`src/rtl/xor_cipher_engine.sv`:
```
// Streaming XOR cipher stage: fetches a message from a synchronous-read source, XORs each
// word with a cyclic key (plain / chained encrypt / chained decrypt) into a cipher buffer.
module xor_cipher_engine #(
    parameter  int DATA_W  = 8,
    parameter  int DEPTH   = 16,
    parameter  int KEY_LEN = 4,
    localparam int AW      = $clog2(DEPTH),
    localparam int KW      = (KEY_LEN > 1) ? $clog2(KEY_LEN) : 1,
    localparam int LW      = $clog2(DEPTH + 1)
) (
    input  logic              clk,
    input  logic              reset,
    input  logic              start,
    input  logic [1:0]        mode,
    input  logic [LW-1:0]     msg_len,
    input  logic [DATA_W-1:0] iv,
    input  logic              key_we,
    input  logic [KW-1:0]     key_wa,
    input  logic [DATA_W-1:0] key_wd,
    input  logic              clr,
    output logic              src_re,
    output logic [AW-1:0]     src_ra,
    input  logic [DATA_W-1:0] src_rd,
    input  logic [AW-1:0]     rd_a,
    output logic [DATA_W-1:0] rd_d,
    output logic              busy,
    output logic              done,
    output logic              err
);
    typedef enum logic [1:0] {IDLE, RUN, DRAIN, DONE} state_t;

    localparam logic [1:0] M_PLAIN = 2'b00;
    localparam logic [1:0] M_DEC   = 2'b10;
    localparam logic [1:0] M_ILL   = 2'b11;

    state_t            state;
    logic [1:0]        mode_q;
    logic [LW-1:0]     len_q;
    logic [LW-1:0]     len_eff;
    logic [DATA_W-1:0] prev_q;
    logic [DATA_W-1:0] ct;
    logic [KW-1:0]     key_idx;
    logic              rd_vld;
    logic [AW-1:0]     rd_idx;

    // Both arrays are padded to a power of two. Key slots >= KEY_LEN may be written but are
    // never read because key_idx wraps at KEY_LEN, so such writes are effectively ignored.
    logic [DATA_W-1:0] keys [2**KW];
    logic [DATA_W-1:0] cbuf [2**AW];

    assign len_eff = (msg_len > LW'(DEPTH)) ? LW'(DEPTH) : msg_len;
    assign ct      = src_rd ^ keys[key_idx] ^ ((mode_q == M_PLAIN) ? '0 : prev_q);
    assign rd_d    = cbuf[rd_a];

    always_ff @(posedge clk) begin
        if (reset) begin
            state   <= IDLE;
            mode_q  <= M_PLAIN;
            len_q   <= '0;
            prev_q  <= '0;
            key_idx <= '0;
            rd_vld  <= 1'b0;
            rd_idx  <= '0;
            src_re  <= 1'b0;
            src_ra  <= '0;
            busy    <= 1'b0;
            done    <= 1'b0;
            err     <= 1'b0;
            for (int i = 0; i < 2**KW; i++) keys[i] <= '0;
            for (int i = 0; i < 2**AW; i++) cbuf[i] <= '0;
        end else begin
            done   <= 1'b0;
            rd_vld <= src_re;
            rd_idx <= src_ra;

            if (!busy && clr)
                for (int i = 0; i < 2**AW; i++) cbuf[i] <= '0;
            if (!busy && key_we)
                keys[key_wa] <= key_wd;

            // Write-back of the word returned for the address issued last cycle.
            if (rd_vld) begin
                cbuf[rd_idx] <= ct;
                prev_q       <= (mode_q == M_DEC) ? src_rd : ct;
                key_idx      <= (key_idx == KW'(KEY_LEN - 1)) ? '0 : key_idx + KW'(1);
            end

            case (state)
                IDLE: begin
                    if (start) begin
                        if (mode == M_ILL) begin
                            err <= 1'b1;
                        end else begin
                            err     <= 1'b0;
                            mode_q  <= mode;
                            len_q   <= len_eff;
                            prev_q  <= iv;
                            key_idx <= '0;
                            if (len_eff == '0) begin
                                state <= DONE;
                                done  <= 1'b1;
                            end else begin
                                state  <= RUN;
                                busy   <= 1'b1;
                                src_re <= 1'b1;
                                src_ra <= '0;
                            end
                        end
                    end
                end
                RUN: begin
                    if (LW'(src_ra) == len_q - LW'(1)) begin
                        src_re <= 1'b0;
                        state  <= DRAIN;
                    end else begin
                        src_ra <= src_ra + AW'(1);
                    end
                end
                DRAIN: begin
                    busy  <= 1'b0;
                    done  <= 1'b1;
                    state <= DONE;
                end
                DONE: state <= IDLE;
                default: state <= IDLE;
            endcase
        end
    end
endmodule

```
`config.mk`:
```
export PLATFORM = sky130hd
export DESIGN_NAME = xor_cipher_engine
export DESIGN_NICKNAME = d
export VERILOG_FILES = /design/src/rtl/xor_cipher_engine.sv
export SDC_FILE = /design/constraint.sdc
export NUM_CORES = 1
export LEC_CHECK = 0
export ABC_AREA = 1
export CORE_MARGIN = 1.5
export CORE_UTILIZATION = 56
export DETAILED_ROUTE_END_ITERATION = 10
export DONT_BUFFER_PORTS = 1
export PLACE_DENSITY = 0.68
export SYNTH_ARGS = -nofsm -noshare
export SYNTH_HDL_FRONTEND = slang
export SYNTH_SLANG_ARGS = --single-unit
```
`constraint.sdc`:
```
create_clock -name clk -period 2.3 [get_ports clk]
set_input_delay 0 -clock clk [delete_from_list [all_inputs] [get_ports clk]]
set_output_delay 0 -clock clk [all_outputs]
set_load 0.02 [all_outputs]
```
; After elaboration in Yosys (flattened, before gate mapping)
; Memory sizes are Yosys's and may differ from the RTL's. A register that Yosys moved wholly into a read port is not among the register bits.
; Index checks and enable logic that the tools add are counted.
; Widths: inputs -> output; s select.
[word_totals]
register_bits = 32
mem_bits_rw = 160
out_inout_bits = 16
word_cells = 128
memories = 2
[mem_list]
columns = memory, words, width, rd, rd_ports_with_merged_regs, write_ports, line
row1 = cbuf, 16, 8, 1, 0, 17, 49  ; logic [DATA_W-1:0] cbuf [2**AW];
row2 = keys, 4, 8, 1, 1, 4, 48  ; logic [DATA_W-1:0] keys [2**KW];
[op_classes]
add_sub_neg = 3
n_lt_le_gt_ge = 1
eq_ne = 12
mux = 64
bitwise = 19
n_reduce_logical = 15
[op_table]
columns = operator, n
row1 = $mux 8, 23
row2 = $mux 2, 11
row3 = $mux 1, 20
row4 = $mux 4, 4
row5 = $or 1x1->1, 16
row6 = $xor 8x8->8, 2
row7 = $eq 2x2->1 const B, 5
row8 = $ne 2x2->1 const B, 5
row9 = $reduce_and 5->1, 2
row10 = $pmux 2 s4, 1
row11 = $pmux 4 s2, 1
row12 = $reduce_or 8->1, 1
row13 = $pmux 1 s2, 3
row14 = $reduce_and 3->1, 2
row15 = $eq 4x5->1, 1
row16 = $gt 5x5->1 const B, 1
row17 = $logic_not 5->1, 1
row18 = $mux 5, 1
row19 = $sub 5x1->5 const B, 1
row20 = $add 4x1->4 const B, 1
row21 = $logic_not 2->1, 2
row22 = $reduce_and 4->1, 1
row23 = $reduce_bool 2->1, 2
row24 = $add 2x1->2 const B, 1
row25 = other kinds (5), 6

; Logic depth before layout (Yosys ltp)
[logic_depth]
ltp_word = 8
depth_mapped = 13
mapped_depth_nobuf = 13

; Worst setup path before layout
; No wires, ideal clock.
[synth_path]
path_kind = register -> register
start = register busy
end = memory cbuf[12][0] (enable)
setup_ps = 302
arrival_time_ps = 1363
t_required_ps = 1998
slack_ps = 635
path_stages_with_launch = 5
synth_period_minus_slack_ps = 1665
cell_sequence = dfxtp_1 > inv_1 > a21oi_1 > clkbuf_1 > nand2_1
[synth_lines]
columns = item, line
row1 = "start, declared", 26  ; output logic busy,
row2 = "start signal, assigned", 66  ; busy <= 1'b0;
row3 = "start signal, assigned", 104  ; busy <= 1'b1;
row4 = "start signal, assigned", 120  ; busy <= 1'b0;
row5 = "end, declared", 49

; Worst setup path in the final report
[layout_path]
start = register state[0]
end = register prev_q[6]
[layout_via]
elab_chain_cells = 2
[layout_rtl]
columns = item, line
row1 = "start, declared", 36  ; state_t state;
row2 = "start signal, assigned", 57  ; state <= IDLE;
row3 = "start signal, assigned", 100  ; state <= DONE;
row4 = "start signal, assigned", 103  ; state <= RUN;
row5 = $logic_not 2->1, 88  ; case (state)
row6 = $mux 8, 88
row7 = "end signal, assigned", 84  ; prev_q <= (mode_q == M_DEC) ? src_rd : ct;
row8 = "end signal, assigned", 97  ; prev_q <= iv;
row9 = "end, declared", 40  ; logic [DATA_W-1:0] prev_q;
; Every way passes these cells.
; A chain may end at the register's enable or synchronous reset.

==> impl_metrics.tcl <==
set metrics [dict create \
    hpwl_mm 13.46 \
    routed_wl_mm 20.71 \
    rsz0062_at_grt "false" \
    synth_area_um2 9278 \
    synth.top_cell.area_share 0.5179 \
    synth_area_leaders "edfxtp_1, nor2_1, dfxtp_1" \
    synth-edff-count 160 \
    hp-class "in -> reg" \
    initial_core_util 0.5778 \
    synth_compound_area_frac 0.1020 \
    cts_sinks 192 \
    synthAdderAreaFrac 0.008092 \
    grt_pass1_vias 6613 \
    multi_input_comb_area_um2 3174 \
    critPathLaunchType "flop" \
    yosys.area_share.simple 0.1780 \
    die_h_um 131.7 \
    hold_viol_final 0 \
    core_um2 16060 \
    areaGrowthSynthToFinish_pct 13.51 \
    post_drt_wl_per_cell_um 16.65 \
    seq_area_um2 5445 \
    async_reset_ff_frac 0 \
    fillCellCount 1275 \
    drt_iter0_drc 590 \
    required_ns 2.62 \
    ys_top_cells_by_count "nor2_1, nand2_1, edfxtp_1" \
    leakage_nw 4.244 \
    critPathCaptureType "flop" \
    antenna_found_initial 0 \
    cp_max_fo 10 \
    place_area_um2 9562 \
    wl_met1_mm 8.527 \
    yosysTopAreaCell "edfxtp_1" \
    drv_slew 0 \
    drive_above_1_share 0.08366 \
    status "finished, final reports clean" \
    grt_pass1_wl_mm 33.51 \
    timing.setup.tns_ns 0 \
    synth.mux.area_fraction 0.03452 \
    ys_seq_area_frac 0.5869 \
    setup_viol 0 \
    syn_area_per_cell_um2 9.644 \
    grt-ovfl-total 0 \
    crit_chain "inv_1 -> ha_1 -> inv_1 -> nor2_1 -> inv_1 -> o21ai_0 -> a21oi_1 -> dlygate4sd3_1" \
    critical_path_class "reg -> reg" \
    grt_max_degree 97 \
    fin_crit_ns 2.147 \
    numCtsBuffers 17 \
    tightest_slew_ns 0.5261 \
    slowest_stage "dlygate4sd3_1" \
    nets 1063 \
    num_rows 46 \
    synth_nets 1010 \
    worstSkewPairLatency_ns 0.43 \
    cts.reportedPaths.clkPinSlew_ns 0.07 \
    max_slew_margin 0.6480 \
    first_pass_iters 5 \
    cts_tree "built" \
    ys.flop_type "edfxtp_1" \
    dr.max_layer_used "met4" \
    n_antenna_cell 0 \
    synth_cells 962 \
    track_usage 0.2496 \
    clock_tree.buffer_depth 2 \
    yosys_warnings 0 \
    met2_length_mm 10.31 \
    ios 58 \
    io_buffers 0 \
    fin_crit_sh 0.9334 \
    cp.arrival_ns 2.46 \
    fp.dieW_um 131.7 \
    yosysMostFrequentCell "nor2_1" \
    max_cap_violations 0 \
    cts_setup_buffers 0 \
    post-route-drc-count 0 \
    synthXorXnorAreaFrac 0.01955 \
    dieArea_um2 17350 \
    cpMostUsedCell "inv_1" \
    synth_top_family_by_area "simple AND/OR/NAND/NOR gates" \
    synth_seq_cells 192 \
    place_congestion 0.8541 \
    vias_per_cell 5.493 \
    clock_skew_ns 0.01119 \
    wl_met3_mm 1.257 \
    ys_types 34 \
    design_area_um2 10530 \
    max_freq_ghz 0.4658 \
    drtAntennaViolNets 0 \
    powerDensity_nw_per_um2 858.1 \
    cts_root_buf "clkbuf_16" \
    peakVddDrop_mv 0.5664 \
    htree_num_levels 4 \
    cp_slowest_stage_delay_ns 0.56 \
    vias 6833 \
]
==> placed cells by master, fill, tap and decap left out <==
cell type and n:
o21ai_1 2, nand4_1 6, and2_1 3, clkinvlp_4 4, o211ai_2 3, o221a_2 1, xor2_4 5, nand3b_1 5
a31oi_1 1, o21ai_0 67, inv_6 5, clkinv_4 3, xor2_1 4, inv_4 1, o31ai_1 1, clkbuf_16 17
o211ai_1 32, xnor2_1 1, buf_4 39, nand2_1 161, dlygate4sd3_1 41, nor2_1 187, clkinv_1 5, mux2i_1 32
nand2_2 5, dfxtp_1 32, a211oi_1 1, a21oi_1 58, nor3_1 11, ha_1 6, nand3_1 33, bufinv_16 1
inv_1 93, edfxtp_1 160, clkinv_2 1, inv_2 1
==> layer usage <==
| layer | global-route usage | vias up |
|---|---|---|
| li1 | - | 3340 |
| met1 | 0.3171 | 3220 |
| met2 | 0.4205 | 229 |
| met3 | 0.04745 | 44 |
| met4 | 0.1062 | 0 |
| met5 | 0 | - |
==> state kept, by name, indices dropped and copies added (netlist names) <==
name and count:
keys 32, len_q 5, busy 1, done 1
cbuf 128, prev_q 8, src_ra 4, rd_idx 4
state 2, src_re 1, key_idx 2, rd_vld 1
err 1, mode_q 2
==> worst paths after layout <==
| path | from | end | slack, ns | cells past startpoint |
|---|---|---|---|---|
| min | key_wa[1] | keys[0][5]$_SDFFCE_PN0P_ | 0.04 | 4 |
| max reg2reg | state[0]$_SDFFE_PP0P_ | prev_q[6]$_SDFF_PP0_ | 0.15 | 8 |
| max | state[0]$_SDFFE_PP0P_ | prev_q[6]$_SDFF_PP0_ | 0.15 | 8 |
| min reg2reg | mode_q[1]$_SDFFE_PP0P_ | mode_q[1]$_SDFFE_PP0P_ | 0.49 | 2 |
==> logic make-up after synthesis <==
family,Yosys count
muxes,32
adders and majority gates,6
DFF,192
xor gates and xnor gates,10
and+or+nand+nor,411
AOI/OAI and AO/OA,166
buffers and inverters,145
==> power breakdown <==
group | total, mW | switching (mW) | internal [mW] | leakage, nW
clock | 2.81 | 1.31 | 1.50 | 0.262
sequential | 4.47 | 0.193 | 4.27 | 1.99
combinational | 1.76 | 1.18 | 0.576 | 1.99
==> cell type report <==
cell class | count | area share
sequential | 192 | 0.5170
clock buffer | 17 | 0.04039
inverter | 99 | 0.03600
timing repair buffer | 80 | 0.06677
multi-input combinational | 625 | 0.3014
clock inverter | 15 | 0.01271
tap | 216 | 0.02566
==> what timing repair did <==
item,4_1_cts,5_1_grt
endpoints found under the hold margin,62,0
setup endpoints to repair,0,1
hold buffers,41,0
gates resized for setup,0,1
==> critical path, delay by kind of cell (launching register included) <==
family                   cells  cell delay, ns
buffers and inverters        4            0.91
flip-flops                   1            0.34
adder cells (fa/ha/maj)      1            0.27
AND/OR/NAND/NOR              1            0.15
AO/OA/AOI/OAI                2            0.37
==> through the flow <==
step | util | std cells | setup WS (ns) | power (mW) | hold WS [ns]
finish | 0.6558 | 1244 | 0.1533 | 9.037 | 0.04117
detailed placement | 0.5955 | 1171 | 0.4746 | 6.194 | 0.07438
global placement | 0.5955 | 1171 | 0.4714 | 6.160 | 0.07297
floorplan | - | 962 | 0.6351 | 5.808 | 0.1387
global route | 0.6558 | 1244 | 0.01100 | 9.434 | 0.07160
CTS | 0.6558 | 1244 | 0.1973 | 9.054 | 0.02813
No activity file was read; power rests on OpenSTA's default activity.
